===== config.mk =====
export PLATFORM = sky130hd
export DESIGN_NAME = instr_fetch
export DESIGN_NICKNAME = d
export VERILOG_FILES = /design/src/rtl/fetch_pkg.sv /design/src/rtl/fetch_fifo.sv /design/src/rtl/instr_fetch.sv
export SDC_FILE = /design/constraint.sdc
export NUM_CORES = 1
export LEC_CHECK = 0
export CORE_ASPECT_RATIO = 0.8
export CORE_MARGIN = 10
export CORE_UTILIZATION = 40
export DETAILED_ROUTE_END_ITERATION = 12
export GPL_TIMING_DRIVEN = 0
export MAX_ROUTING_LAYER = met4
export PLACE_DENSITY = 0.7
export SETUP_SLACK_MARGIN = 0.02
export SLEW_MARGIN = 20
export SYNTH_ARGS = -nofsm -noshare
export SYNTH_HDL_FRONTEND = slang
export SYNTH_SLANG_ARGS = --single-unit
export TNS_END_PERCENT = 50

===== constraint.sdc =====
create_clock -name clk -period 8 [get_ports clk]
set_input_delay 1.2 -clock clk [delete_from_list [all_inputs] [get_ports clk]]
set_output_delay 1.2 -clock clk [all_outputs]
set_load 0.01 [all_outputs]

===== src/rtl/fetch_pkg.sv =====
// fetch_pkg: types and constants shared by the fetch stage.
//   fetch_entry_t    - one fetch-buffer entry {pc, instr}
//   NOP_INSTR        - id_instr value presented while the buffer is empty (addi x0,x0,0)
//   DEFAULT_RESET_PC - default PC loaded on reset
package fetch_pkg;

  typedef struct packed {
    logic [31:0] pc;
    logic [31:0] instr;
  } fetch_entry_t;

  localparam logic [31:0] NOP_INSTR        = 32'h0000_0013;
  localparam logic [31:0] DEFAULT_RESET_PC = 32'h0000_0000;

endpackage


===== src/rtl/fetch_fifo.sv =====
// fetch_fifo: DEPTH-entry circular buffer of fetch_entry_t between fetch and decode.
// Ports:
//   clk, rst_n      clock, synchronous active-low reset (clears pointers and count)
//   flush_i         drop every entry; overrides push and pop in the same cycle
//   push_i, wdata_i write an entry (accepted when not full, or when full and popping)
//   pop_i           remove the head entry (ignored when empty)
//   head_o          current head entry (undefined while empty; caller masks it)
//   count_o         number of stored entries, 0..DEPTH
//   full_o          count_o == DEPTH
// DEPTH must be a power of two >= 2 so the pointers wrap naturally.
module fetch_fifo
  import fetch_pkg::*;
#(
  parameter  int DEPTH = 2,
  localparam int PW    = $clog2(DEPTH),
  localparam int CW    = PW + 1
) (
  input  logic          clk,
  input  logic          rst_n,
  input  logic          flush_i,
  input  logic          push_i,
  input  fetch_entry_t  wdata_i,
  input  logic          pop_i,
  output fetch_entry_t  head_o,
  output logic [CW-1:0] count_o,
  output logic          full_o
);

  localparam logic [CW-1:0] DEPTH_C = CW'(DEPTH);

  fetch_entry_t  mem_q [DEPTH];
  logic [PW-1:0] rd_ptr_q, rd_ptr_d;
  logic [PW-1:0] wr_ptr_q, wr_ptr_d;
  logic [CW-1:0] count_q, count_d;
  logic          do_push, do_pop;

  assign full_o  = (count_q == DEPTH_C);
  assign count_o = count_q;
  assign head_o  = mem_q[rd_ptr_q];

  // A full buffer still accepts a write when the head leaves in the same cycle.
  assign do_push = push_i & ~flush_i & (~full_o | pop_i);
  assign do_pop  = pop_i & ~flush_i & (count_q != '0);

  always_comb begin
    rd_ptr_d = rd_ptr_q;
    wr_ptr_d = wr_ptr_q;
    count_d  = count_q;
    if (flush_i) begin
      rd_ptr_d = '0;
      wr_ptr_d = '0;
      count_d  = '0;
    end else begin
      if (do_push) wr_ptr_d = wr_ptr_q + PW'(1);
      if (do_pop)  rd_ptr_d = rd_ptr_q + PW'(1);
      case ({do_push, do_pop})
        2'b10:   count_d = count_q + CW'(1);
        2'b01:   count_d = count_q - CW'(1);
        default: count_d = count_q;
      endcase
    end
  end

  always_ff @(posedge clk) begin
    if (!rst_n) begin
      rd_ptr_q <= '0;
      wr_ptr_q <= '0;
      count_q  <= '0;
    end else begin
      rd_ptr_q <= rd_ptr_d;
      wr_ptr_q <= wr_ptr_d;
      count_q  <= count_d;
    end
  end

  // Storage needs no reset: an entry is only observed after it has been written.
  always_ff @(posedge clk) begin
    if (do_push) mem_q[wr_ptr_q] <= wdata_i;
  end

endmodule


===== src/rtl/instr_fetch.sv =====
// instr_fetch: RISC-V fetch stage. Holds the PC, addresses instruction memory
// combinationally, buffers {pc,instr} pairs in fetch_fifo and presents the head
// to decode over valid/ready. Redirects load a new PC and flush the buffer.
// Ports:
//   clk, rst_n        clock, synchronous active-low reset
//   imem_addr         byte address to instruction memory (always = pc)
//   imem_rdata        instruction word for imem_addr, same cycle
//   redirect_valid/pc new fetch address from execute; flushes the buffer
//   id_valid/ready    handshake to decode
//   id_instr, id_pc   head entry; NOP and 0 while empty
//   fetch_misalign    sticky misaligned-redirect flag (FETCH_MISALIGN_EN only)
// Build option: define FETCH_MISALIGN_EN to keep misaligned redirect targets
// as-is, raise fetch_misalign and stop fetching until an aligned redirect or
// reset. Without it, redirect targets are forced to word alignment.
module instr_fetch
  import fetch_pkg::*;
#(
  parameter logic [31:0] RESET_PC = DEFAULT_RESET_PC,
  parameter int          DEPTH    = 2
) (
  input  logic        clk,
  input  logic        rst_n,
  output logic [31:0] imem_addr,
  input  logic [31:0] imem_rdata,
  input  logic        redirect_valid,
  input  logic [31:0] redirect_pc,
  output logic        id_valid,
  input  logic        id_ready,
  output logic [31:0] id_instr,
  output logic [31:0] id_pc
`ifdef FETCH_MISALIGN_EN
  ,
  output logic        fetch_misalign
`endif
);

  localparam int CW = $clog2(DEPTH) + 1;

  logic [31:0]   pc_q, pc_d;
  logic [31:0]   redirect_target;
  logic          inhibit;
  logic          push, pop;
  logic          fifo_full;
  logic [CW-1:0] fifo_count;
  fetch_entry_t  fifo_head;
  fetch_entry_t  fifo_wdata;

`ifdef FETCH_MISALIGN_EN
  logic misalign_q, misalign_d;

  assign redirect_target = redirect_pc;
  assign inhibit         = misalign_q;
  assign fetch_misalign  = misalign_q;

  // Every redirect re-evaluates the flag: misaligned sets it, aligned clears it.
  assign misalign_d = redirect_valid ? (redirect_pc[1:0] != 2'b00) : misalign_q;

  always_ff @(posedge clk) begin
    if (!rst_n) misalign_q <= 1'b0;
    else        misalign_q <= misalign_d;
  end
`else
  logic unused_redirect_lsbs;

  assign unused_redirect_lsbs = ^redirect_pc[1:0];
  assign redirect_target      = {redirect_pc[31:2], 2'b00};
  assign inhibit              = 1'b0;
`endif

  assign imem_addr = pc_q;

  assign pop  = id_valid & id_ready;
  assign push = ~redirect_valid & ~inhibit & (~fifo_full | pop);

  assign fifo_wdata = '{pc: pc_q, instr: imem_rdata};

  always_comb begin
    pc_d = pc_q;
    if (redirect_valid) pc_d = redirect_target;
    else if (push)      pc_d = pc_q + 32'd4;
  end

  always_ff @(posedge clk) begin
    if (!rst_n) pc_q <= RESET_PC;
    else        pc_q <= pc_d;
  end

  // The flush drops the head even when decode handshakes it in the same cycle;
  // that entry is still considered consumed by decode.
  fetch_fifo #(.DEPTH(DEPTH)) u_fifo (
    .clk     (clk),
    .rst_n   (rst_n),
    .flush_i (redirect_valid),
    .push_i  (push),
    .wdata_i (fifo_wdata),
    .pop_i   (pop),
    .head_o  (fifo_head),
    .count_o (fifo_count),
    .full_o  (fifo_full)
  );

  // Outputs come from registered buffer state only, never from imem_rdata.
  assign id_valid = (fifo_count != '0);
  assign id_instr = id_valid ? fifo_head.instr : NOP_INSTR;
  assign id_pc    = id_valid ? fifo_head.pc    : 32'h0000_0000;

endmodule


After elaboration in Yosys (flattened, before gate mapping)
Memory sizes are Yosys's and may differ from the RTL's. A register that Yosys moved wholly into a read port is not among the register bits.
Cells that the tools add are included.
- register bits: 36
- RAM bits: 128
- bits of input ports: 68
- output and inout port bits: 97
- memories kept: 1
- memories (name ; words ; width ; read ports ; clocked after Yosys merged registers in ; wr ports ; line ; RTL):
    u_fifo.mem_q ; 2 ; 64 ; 1 ; 1 ; 1 ; fetch_fifo.sv:31 ; fetch_entry_t mem_q [DEPTH];
- add/subtract/negate cells: 5
- equal/unequal tests: 3
- muxes and demuxes: 9
- bitwise logic cells: 10
- reduce and logical (&&, ||, !) cells: 4
- operator list (cell ; number):
    32-bit 2-to-1 mux ; 4
    32-bit by 3-bit adder with 32-bit output, second input constant ; 1
    1-bit AND ; 6
    2-bit nonzero test ; 3
    2-bit == test, second input constant ; 2
    1-bit 2-to-1 mux ; 4
    2-bit case mux with 2 select lines ; 1
    1-bit inverter ; 3
    1-bit adder, second input constant ; 2
    2-bit by 1-bit adder with 2-bit output, second input constant ; 1
    2-bit by 1-bit == test with 1-bit output, second input constant ; 1
    2-bit OR reduction ; 1
    2-bit by 1-bit subtractor with 2-bit output, second input constant ; 1
    1-bit OR ; 1

Longest topological paths before layout
- depth in word-level cells: 8
- depth in mapped cells: 9
- mapped depth without buffers: 6

By module
Synthesis repeated with hierarchy kept, for this count alone.
- cells, all modules: 501
- area, all modules: 6970.4 um^2
- by module, submodules not included (module ; instances ; cells an instance ; area each (um^2) ; sequential area each (um^2)):
    fetch_fifo ; 1 ; 227 ; 4837.1 ; 3943.8
    instr_fetch ; 1 ; 274 ; 2133.3 ; 600.6

Worst setup path after synthesis
OpenSTA, ideal clock, no wires.
- path kind: input to register
- from: input redirect_valid
- to: memory u_fifo.mem_q[0][0] in the netlist's numbering, enable pin
- data arrival time: 6.074 ns
- data required time: 7.442 ns
- slack: 1.368 ns
- stages: 4
- path buffers: 3
- cell sequence: clkbuf_1 -> clkbuf_1 -> buf_1 -> nor3_1
- longest elaborated chain between the ends: 6
- ends and longest elaborated chain (element ; line ; RTL):
    start: declaration ; instr_fetch.sv:25 ; input logic redirect_valid,
    1-bit inverter * ; fetch_fifo.sv:42, instr_fetch.sv:73 ;
    1-bit AND ; instr_fetch.sv:73 ; assign push = ~redirect_valid & ~inhibit & (~fifo_full | pop);
    1-bit AND * (2 in a row) ; fetch_fifo.sv:42 ; assign do_push = push_i & ~flush_i & (~full_o | pop_i);
    1-bit 2-to-1 mux * ; fetch_fifo.sv:78 ; if (do_push) mem_q[wr_ptr_q] <= wdata_i;
    1-bit 2-to-1 mux (not written as such) * ; fetch_fifo.sv:78 ;
    end: declaration ; fetch_fifo.sv:31 ;
Every way passes the cells marked *; elsewhere a longest branch is shown, timed or not.

==> impl_metrics.ini <==
[placement]
gpl.final_weighted_congestion = 0.860
hpwlAfterDp_um = 13800
io_buffer_count = 157

[timing]
worst_slew_margin_rel_pct = 39.6
worstMarginPinSlew_ps = 906
period_needed_ps = 3940
hold-worst-slack_ps = 508
timing_max_transition_violations_final = 0
timing.clock.skew_ps = 5.82
grt_setup_unrepaired = no
post-route-period-util_pct = 49.2
report.final.hold_viol_count = 0
totalNegativeSetupSlack_ps = 0
setup_viol = 0
maximum_clock_rate_ghz = 0.254

[power]
combinationalPowerShare_pct = 12.4
power_w = 0.00206
share_seq_of_total_power_pct = 47.3
peakVddDrop_uv = 144
power.share.switching_pct = 23.8
p_per_area_nw_per_um2 = 219
intPower_w = 0.00157
net-switching-power_w = 0.000491
p_clk_share_pct = 40.3
power_leakage_nw = 3.11

[finish]
multi_input_combinational_cell_area_sq_um = 2200
most_common_cell_after_layout_fill_and_taps_aside = clkdlybuf4s50_1
antenna_cells_inserted = 0
finish.net_count = 794
seqCellArea_sq_um = 4420
fillCellCount = 1385
post_route_cells_drive_above_1_share_pct = 8.02
final_cell_mix = clkdlybuf4s50_1 (157), edfxtp_1 (124), nor2_1 (75)
area.growth.synth_to_final_pct = 37.7

[routing]
avgViaCountPerCell = 5.33
wire_per_inst_um = 19.8
dr.pass1.iters = 4
routed_wirelength_um = 18900
dr_total_vias = 5091
drt_first_iter_violations = 373
detail-route-antenna-nets = 0
drt_drc_violations_left = 0

[die]
die_x_um = 166
die-area_sq_um = 22700
fp_rows = 42
floorplan.die.height_um = 137
initial_utilization_pct = 41.0
io_pins = 165
core_area_sq_um = 16700

[worst_hold_path]
min_from = imem_addr[31]$_SDFFE_PN0P_
worstHoldPathType = reg -> reg

[global_route]
grtUsageTotal_pct = 16.9
via_count_of_the_first_global_routing_pass = 5257
grt_use_met2_pct = 25.9
grt_most_used_layer = met2
antenna_found_initial = 0
grt_use_met1_pct = 21.7
grt_start_max_net_pins = 49
globalRouteMet3Util_pct = 4.70
grt_overflow = 0
grt_pass1_wl_um = 29500

[worst_setup_path]
timing.critical_path.fanout_max = 10
worstPathRequired_ps = 6800
start_kind = flop
worstPathArrival_ps = 2740
crit_type = reg -> out
timing.rr.start = u_fifo.count_o[0]$_SDFFE_PP0P_
endpoint_kind = output port

[synthesis]
synthArstFlopShare_pct = 0
synth-seq-area-share_pct = 64.8
synthCells = 535
synth_area_per_cell_sq_um = 12.8
syn_area_sq_um = 6820
yosys_warnings = 0
synth_enable_flop_cells = 124
post_synth_num_cell_types = 54
synth-main-ff-cell = edfxtp_1
synth-seq-cells = 159

[clock_tree]
post_cts_resize_count = 0
max-clock-path-buffers = 2
clk_pin_slew_worst_paths_ps = 60
cts_max_level = 4
cts_buffers = 17
cts.sink_count = 159
postCtsSetupRepairBufs = 0
cts_tree = yes
cts.root.buffer_cell = clkbuf_16
ctsHoldBuffers = 0
clk_latency_ps = 420

[outcome]
outcome = finished, final reports clean

[flow_run]
timing.max_cap.violations = 0
## power groups by stage
| stage | sequential [W] | clock (W) | combinational (W) |
|---|---|---|---|
| finish | 0.000974 | 0.000830 | 0.000255 |
| global placement | 0.000995 | 0 | 0.000244 |
| global route | 0.000980 | 0.000884 | 0.000277 |
| detailed placement | 0.000992 | 0 | 0.000257 |
| CTS | 0.000975 | 0.000847 | 0.000258 |
| floorplan | 0.000990 | 0 | 0.000107 |
## cell families (layout without fill, tap and decap cells)
| logic type | Yosys count | count (layout) | share of synthesized area, % |
|---|---|---|---|
| AND/OR/NAND/NOR | 169 | 169 | 12.5 |
| flip-flops | 159 | 159 | 64.8 |
| AO/OA/AOI/OAI | 82 | 82 | 8.45 |
| multiplexers | 62 | 62 | 9.10 |
| buffers and inverters | 48 | 246 | 3.12 |
| XOR/XNOR | 11 | 11 | 1.41 |
| adder cells (fa/ha/maj) | 3 | 3 | 0.550 |
| other | 1 | 4 | 0.0550 |
## final timing paths
path,endpoint,cells past startpoint,slack (ps)
setup / recovery,id_pc[18],5,4060
hold / removal,u_fifo.mem_q[0][63]$_DFFE_PP_,0,510
setup reg to reg,u_fifo.mem_q[0][18]$_DFFE_PP_,10,5500
hold reg to reg,u_fifo.mem_q[0][63]$_DFFE_PP_,0,510
## synth_stat cells, drive strengths merged (4+ instances only)
| cell type | number | share of area, % |
|---|---|---|
| nor2b | 5 | 0.46 |
| and4 | 9 | 1.2 |
| o21ai | 24 | 1.8 |
| xnor2 | 8 | 1.0 |
| a211oi | 8 | 0.88 |
| nand4 | 12 | 1.3 |
| a21oi | 15 | 1.1 |
| edfxtp | 124 | 55 |
| a31oi | 6 | 0.55 |
| clkbuf | 22 | 1.2 |
| buf | 15 | 1.3 |
| mux2i | 62 | 9.1 |
| dfxtp | 35 | 10 |
| nand2b | 4 | 0.48 |
| a311oi | 4 | 0.51 |
| nand3 | 20 | 1.5 |
| nor3 | 9 | 0.66 |
| a2111oi | 4 | 0.81 |
| nor2 | 75 | 4.1 |
| nand2 | 17 | 0.94 |
| inv | 11 | 0.61 |
| or3 | 7 | 0.64 |
## registers in the layout, indices dropped and copies added (netlist names), named ones only
name / cells
imem_addr: 30
u_fifo.count_o: 2
u_fifo.rd_ptr_q: 1
u_fifo.wr_ptr_q: 1
u_fifo.mem_q: 124
## metal layers
metal,wire length [um],share of wire [%]
met3,1610,8.5
met4,188,0.99
met2,8670,46
met1,8480,45
met5,0,0
## layout make-up
type,count,share of cell area (%)
repair buffers,166,17.8
well taps,220,2.93
clock buffers,17,4.53
inverters,11,0.439
clock inverters,15,1.97
flip-flops and latches,159,47.1
multi-input cells,331,23.5
plain buffers,37,1.82
## per-stage QoR
stage	cell area (sq um)	setup WS (ps)	util [%]	cells
global route	9400	3820	56.4	956
CTS	9400	3970	56.4	956
global placement	8680	-1640	52.1	915
finish	9400	4060	56.4	956
detailed placement	8790	4470	52.7	924
floorplan	6830	1370	-	538
## worst max-delay path, stage by stage, from the launching register on
cell	delay (ps)
dfxtp_1	300
clkbuf_1	370
buf_1	730
mux2i_1	200
nor2_1	140
clkdlybuf4s50_1	560
(Power assumes the default switching activity.)
